File: src/rtl/demux_1_8_hs.sv
// 1-to-8 demultiplexer with valid/ready handshakes: one producer, eight independently drained holding registers.
// Optional transfer counter (xfer_cnt) is built when DEMUX_XFER_CNT_EN is defined.
module demux_1_8_hs #(
    parameter int W = 3
) (
    input  logic         clk,
    input  logic         rst_n,
    input  logic [2:0]   s,
    input  logic [W-1:0] d,
    input  logic         in_valid,
    output logic         in_ready,
    output logic [W-1:0] y0,
    output logic [W-1:0] y1,
    output logic [W-1:0] y2,
    output logic [W-1:0] y3,
    output logic [W-1:0] y4,
    output logic [W-1:0] y5,
    output logic [W-1:0] y6,
    output logic [W-1:0] y7,
    output logic [7:0]   out_valid,
    input  logic [7:0]   out_ready
`ifdef DEMUX_XFER_CNT_EN
    ,
    output logic [7:0]   xfer_cnt
`endif
);

    logic [7:0]     w_sel;
    logic [7:0]     w_valid;
    logic [7:0]     w_load;
    logic [8*W-1:0] w_y_flat;
    logic           w_in_ready;
    logic           w_accept;

    always_comb begin
        w_sel = 8'h00;
        case (s)
            3'd0: w_sel = 8'h01;
            3'd1: w_sel = 8'h02;
            3'd2: w_sel = 8'h04;
            3'd3: w_sel = 8'h08;
            3'd4: w_sel = 8'h10;
            3'd5: w_sel = 8'h20;
            3'd6: w_sel = 8'h40;
            3'd7: w_sel = 8'h80;
        endcase
    end

    // Only the addressed channel can stall the producer; a draining channel frees its slot this cycle.
    assign w_in_ready = !w_valid[s] || out_ready[s];
    assign w_accept   = in_valid && w_in_ready;
    assign w_load     = w_accept ? w_sel : 8'h00;

    genvar gi;
    generate
        for (gi = 0; gi < 8; gi++) begin : g_ch
            logic [W-1:0] r_y;
            logic         r_valid;

            // A load in the same cycle as a drain keeps the channel full with the new word.
            always_ff @(posedge clk or negedge rst_n) begin
                if (!rst_n) begin
                    r_y     <= '0;
                    r_valid <= 1'b0;
                end else if (w_load[gi]) begin
                    r_y     <= d;
                    r_valid <= 1'b1;
                end else if (r_valid && out_ready[gi]) begin
                    r_valid <= 1'b0;
                end
            end

            assign w_valid[gi]              = r_valid;
            assign w_y_flat[gi*W +: W]      = r_y;
        end
    endgenerate

    assign in_ready  = w_in_ready;
    assign out_valid = w_valid;
    assign y0 = w_y_flat[0*W +: W];
    assign y1 = w_y_flat[1*W +: W];
    assign y2 = w_y_flat[2*W +: W];
    assign y3 = w_y_flat[3*W +: W];
    assign y4 = w_y_flat[4*W +: W];
    assign y5 = w_y_flat[5*W +: W];
    assign y6 = w_y_flat[6*W +: W];
    assign y7 = w_y_flat[7*W +: W];

`ifdef DEMUX_XFER_CNT_EN
    logic [7:0] r_xfer_cnt;

    always_ff @(posedge clk or negedge rst_n) begin
        if (!rst_n) begin
            r_xfer_cnt <= 8'd0;
        end else if (w_accept) begin
            r_xfer_cnt <= r_xfer_cnt + 8'd1;
        end
    end

    assign xfer_cnt = r_xfer_cnt;
`endif

endmodule
File: config.mk
export PLATFORM = sky130hd
export DESIGN_NAME = demux_1_8_hs
export DESIGN_NICKNAME = d
export VERILOG_FILES = /design/src/rtl/demux_1_8_hs.sv
export SDC_FILE = /design/constraint.sdc
export NUM_CORES = 1
export LEC_CHECK = 0
export BUFFER_PORTS_ARGS = -buffer_cell sky130_fd_sc_hd__buf_2
export CELL_PAD_IN_SITES_DETAIL_PLACEMENT = 0
export CELL_PAD_IN_SITES_GLOBAL_PLACEMENT = 1
export CORE_MARGIN = 5
export CORE_UTILIZATION = 40
export DETAILED_ROUTE_END_ITERATION = 10
export PLACE_DENSITY = 0.83
export REMOVE_ABC_BUFFERS = 1
export SYNTH_ARGS = -nofsm -noshare
export SYNTH_HDL_FRONTEND = slang
export SYNTH_SLANG_ARGS = --single-unit
File: constraint.sdc
create_clock -name clk -period 2.3 [get_ports clk]
set_input_delay 0.46 -clock clk [delete_from_list [all_inputs] [get_ports clk]]
set_output_delay 0.46 -clock clk [all_outputs]
set_load 0.03 [all_outputs]
==> metrics.txt, run 1 <==
status finished, final reports clean; Port Buffer Count 49; row cnt 21; final setup violation count 0; wire length on met2 1540 um; CTS max path bufs 2; Clk pwr share 21.5%; Final ANT Viol Nets 0; die area 4880 um^2; leakage 0.853 nW; final core utilization 50.7%; clk_lat worst skew 0.33 ns; final instance area 1730 um^2; chip width 69.9 um; Min Hold Slack 0.170 ns; Post-Place Cells 190; Worst VDD drop 0.546 mV; Num CTS Buffers 5; post-CTS sizing 0; Post-DP Area 1670 um^2; # DRC 0; wire per inst 16.1 um; WL met3 209 um; Routed WL 3190 um; Slew HR 52.9%; clock-pin slew on the worst setup and hold paths 0.10 ns; H-tree depth 2; Worst Hold Class primary input to async pin; most frequent cells in the layout 49 x buf_2, 32 x dfrtp_1, 24 x mux2_2; cell area after synthesis 1430 um^2; synth warn 0; crit path DAT 1.27 ns; first-pass GRT wire length 5390 um; largest net degree at the start of global routing 33; Pwr Density 896 nW/um^2; Final Hold Violating Endpoints 0; DR vias/cell 4.97; CP endpoint kind primary output; drt initial violations 61; Top Ports 50; Final min period 1.73 ns; Avg Synthesized Cell Area 13.8 um^2; RePlAce Congestion 0.750; cts hold-fix bufs 0; Final HPWL DP 2380 um; max-slew violations 0; Seq/Total Area, Yosys 55.8%; post-CTS setup buffers 0; Switching Share 36.6%; Yosys cell types 21; Die Ht 69.9 um; share of cells above drive strength 1 57.2%; Metal-1 WL 1400 um; CTS tree built; Tightest Pin Transition 0.706 ns; Final WS setup 0.566 ns; Worst setup SP type flop; Sink Count 32; final non-filler cell total 198; global route total overflow 0; Initial Util 42.0%; Int Pwr 0.983 mW; number of global-route vias before repair 1071; Final Skew 0.00824 ns; initial antenna violation count 0; RSZ-0062 raised after global routing no; core area 3420 um^2; Root Driver clkbuf_4; Critical Path RT 1.84 ns; MaxCap Viol Count 0; Yosys reg bits 32; Area growth syn-to-layout 20.7%; DRT Pass-1 Iters 4; Tot GR Track Use 14.1%; commonest non-fill, non-tap cell in the layout buf_2; fin nets 168; vias after detailed routing 984; sequential power share 46.4%; WS Path Type flop to primary output; Final period util 75.4%; Fmax achieved 0.577 GHz; Inserted Diodes 0; Top Metal Used met4; setup_tns 0 ns; P_sw 0.567 mW; total power after layout 1.55 mW; Worst Setup Slack post-DPL 0.576 ns; Logic pwr share 32.1%; CP max FO 3; synthesized instance count 104
## synthesized netlist by cell type (all sizes together)
| cell | number | area share [%] |
|---|---|---|
| dfrtp | 32 | 56 |
| mux2 | 24 | 19 |
| buf | 9 | 4.5 |
| nand2 | 6 | 1.6 |
| nand2b | 5 | 2.2 |
| nand3b | 4 | 2.1 |
| o2111ai | 4 | 2.4 |
| nand4 | 3 | 1.3 |
| nor2b | 3 | 1.3 |
| or2 | 3 | 1.3 |
| inv | 2 | 0.52 |
| nor4b | 2 | 3.3 |
| and2b | 1 | 0.52 |
| nand3 | 1 | 0.35 |
| nand4b | 1 | 0.61 |
| nor2 | 1 | 0.26 |
| nor3 | 1 | 1.1 |
| nor3b | 1 | 1.3 |
| o31ai | 1 | 0.52 |
## sequential cells by signal (all words and copies together) (netlist names)
| signal | flops |
|---|---|
| y5 | 3 |
| y6 | 3 |
| y3 | 3 |
| y2 | 3 |
| y7 | 3 |
| y0 | 3 |
| g_ch.r_valid | 8 |
| y1 | 3 |
| y4 | 3 |
## cell families after synthesis
family                 Yosys count  synth area share [%]
muxes                           24                  18.8
DFF                             32                  55.8
AOI/OAI and AO/OA                5                  2.97
and+or+nand+nor                 32                  17.3
buffers and inverters           11                  5.06
## final timing paths
kind / to / cells after the start / slack [ns] / start
worst max-delay path: in_ready / 4 / 0.57 / g_ch[2].r_valid
worst min-delay path: g_ch[6].r_valid / 1 / 0.17 / rst_n
worst max register to register: y3[2] / 3 / 0.83 / g_ch[3].r_valid
worst min register to register: y7[0] / 1 / 0.51 / y7[0]
max in group asynchronous: y0[0] / 1 / 1.67 / rst_n
min in group clk: g_ch[4].r_valid / 3 / 0.42 / out_ready[4]
## power groups by stage
| stage | combinational (mW) | clock [mW] | sequential [mW] |
|---|---|---|---|
| after detailed placement | 0.504 | 0 | 0.730 |
| after global routing | 0.527 | 0.375 | 0.731 |
| after floorplan | 0.120 | 0 | 0.934 |
| after global placement | 0.497 | 0 | 0.723 |
| final | 0.497 | 0.334 | 0.719 |
| after CTS | 0.505 | 0.341 | 0.720 |
## cell type report
type | count | area, um^2
fillers | 324 | 1690
multi-input cells | 61 | 561
inverters | 2 | 7.51
clock buffers | 8 | 58.8
flip-flops and latches | 32 | 801
repair buffers | 49 | 245
well taps | 46 | 57.6
## metal layers
| layer | up-vias | global-route usage (%) |
|---|---|---|
| li1 | 458 | - |
| met1 | 484 | 18.0 |
| met2 | 36 | 21.1 |
| met3 | 6 | 6.17 |
| met4 | 0 | 5.11 |
| met5 | - | 0 |
## critical path, cell delays in order, from the launching register on
cell and delay (ns):
dfrtp_1 0.35, nand2b_1 0.10, o2111ai_1 0.21, nand4_1 0.11
buf_2 0.19
Power figures use the tool's default switching activity.
==> run 2, diff against run 1 <==
CORE_UTILIZATION = 34   (was 40)
PLACE_DENSITY = 0.75   (was 0.83)
clock period = 1.4 ns   (was 2.3 ns; I/O delays follow)
==> metrics.txt, run 2 (synthesis gave the netlist of run 1 again) <==
drt initial violations 45 (-26%); RSZ-0062 raised after global routing yes; Most flops, register g_ch.r_valid; wire per inst 16.0 um (-0.55%); core area 4060 um^2 (+19%); Port Buffer Count 49 (unchanged); Root Driver clkbuf_8; final setup violation count 1 (+1); final non-filler cell total 213 (+7.6%); Inserted Diodes 0 (unchanged); Initial Util 35.3% (-6.6 points); Tightest Pin Transition 0.313 ns (-0.393 ns); Fill cells 374 (+15%); clock-pin slew on the worst setup and hold paths 0.06 ns (-0.04 ns); Pwr Density 1460 nW/um^2 (+63%); Final period util 108%; Final Hold Violating Endpoints 0 (unchanged); initial antenna violation count 0 (unchanged); first-pass GRT wire length 5510 um (+2.2%); MaxCap Viol Count 0 (unchanged); DRT Pass-1 Iters 4 (unchanged); row cnt 23 (+9.5%); WS Path Type flop to primary output; DR vias/cell 4.89 (-1.7%); status complete, but fails checks; Tot GR Track Use 13.4% (-0.68 points); max FFs per register 8 (unchanged); Die Ht 74.9 um (+7.3%); Routed WL 3420 um (+7.0%); setup_tns -0.114 ns (-0.114 ns); Sink Count 32 (unchanged); die area 5620 um^2 (+15%); Worst VDD drop 0.824 mV (+51%); Area growth syn-to-layout 32.6%; CTS tree built; Final min period 1.51 ns; Top Ports 50 (unchanged); Final WS setup -0.114 ns (-0.680 ns); clk_lat worst skew 0.28 ns (-0.05 ns); Worst setup SP type flop; CP endpoint kind primary output; chip width 74.9 um (+7.3%); vias after detailed routing 1041 (+5.8%); Worst Hold Class primary input to flop; commonest non-fill, non-tap cell in the layout buf_2; global route total overflow 0 (unchanged); Final HPWL DP 2560 um (+7.6%); leakage 0.944 nW (+11%); Slew HR 79.0% (+26 points); Critical Path RT 1.12 ns (-0.72 ns); final core utilization 46.9% (-3.8 points); CP max FO 2 (-1); RePlAce Congestion 0.805 (+7.4%); Num CTS Buffers 5 (unchanged); Post-Place Cells 202 (+6.3%); max-slew violations 0 (unchanged); largest net degree at the start of global routing 33 (unchanged); Final ANT Viol Nets 0 (unchanged); fin nets 179 (+6.5%); H-tree depth 2 (unchanged); failing checks negative setup slack; R2R setup slack 0.01 ns (-0.82 ns); most frequent cells in the layout 48 x buf_2, 32 x dfrtp_1, 21 x mux2_2; crit path DAT 1.23 ns (-0.04 ns); CTS max path bufs 2 (unchanged); Fmax achieved 0.661 GHz; share of cells above drive strength 1 62.0% (+4.7 points); Final Skew 0.00718 ns (-0.00106 ns); number of global-route vias before repair 1157 (+8.0%); # DRC 0 (unchanged)
==> run 2: metal layers <==
| metal | share of wire [%] | up-vias | wire (um) | track usage, % |
|---|---|---|---|---|
| li1 | - | 477 | - | - |
| met1 | 43 | 521 | 1460 | 16.4 |
| met2 | 48 | 36 | 1640 | 20.9 |
| met3 | 7.4 | 7 | 254 | 5.87 |
| met4 | 1.8 | 0 | 61 | 5.14 |
| met5 | 0 | - | 0 | 0 |
==> run 2: final cells by class <==
type | instances | area (um^2) | share of cell area (%)
Inverter | 2 | 7.51 | 0.395
Clock inverter | 2 | 10.0 | 0.526
Multi-Input combinational cell | 61 | 586 | 30.8
Timing Repair Buffer | 60 | 353 | 18.6
Tap cell | 50 | 62.6 | 3.29
Clock buffer | 6 | 82.6 | 4.34
Sequential cell | 32 | 801 | 42.1
==> run 2: final timing paths <==
| check | start | endpoint | depth (start not counted) |
|---|---|---|---|
| min | out_ready[1] | g_ch[1].r_valid | 3 |
| max reg2reg | g_ch[3].r_valid | y3[0] | 4 |
| min in group asynchronous | rst_n | y5[1] | 3 |
| max in group asynchronous | rst_n | y2[0] | 3 |
| max | g_ch[3].r_valid | in_ready | 5 |
| min reg2reg | y2[2] | y2[2] | 1 |
==> run 2: metrics by stage <==
step	cell area (um^2)	power, mW	hold slack, ns	worst slack, ns
6_report	1900	2.78	0.293	-0.114
5_1_grt	1900	2.92	0.306	-0.190
4_1_cts	1880	2.80	0.288	-0.145
3_5_place_dp	1750	2.05	0.250	-0.0533
3_3_place_gp	1750	2.04	0.241	-0.0107
2_1_floorplan	1370	1.73	-0.0156	-0.0817
==> run 2: worst max-delay path, cell delays in order, from the launching register on <==
cell,delay [ns]
dfrtp_1,0.40
buf_6,0.12
nand3b_1,0.09
o2111ai_2,0.09
nand4_1,0.11
buf_6,0.14
==> run 2: power breakdown <==
part	internal (mW)	leakage [nW]	switching [mW]	total [mW]
logic	0.315	0.497	0.555	0.870
registers	1.09	0.396	0.0902	1.18
clock network	0.392	0.0510	0.332	0.724
==> run 2: what timing repair did <==
action	4_1_cts	5_1_grt
setup endpoints to repair	4	4
endpoints found under the hold margin	32	0
resized for setup	6	3
pin swaps	1	3
setup buffers	1	1
hold buffers	1	0
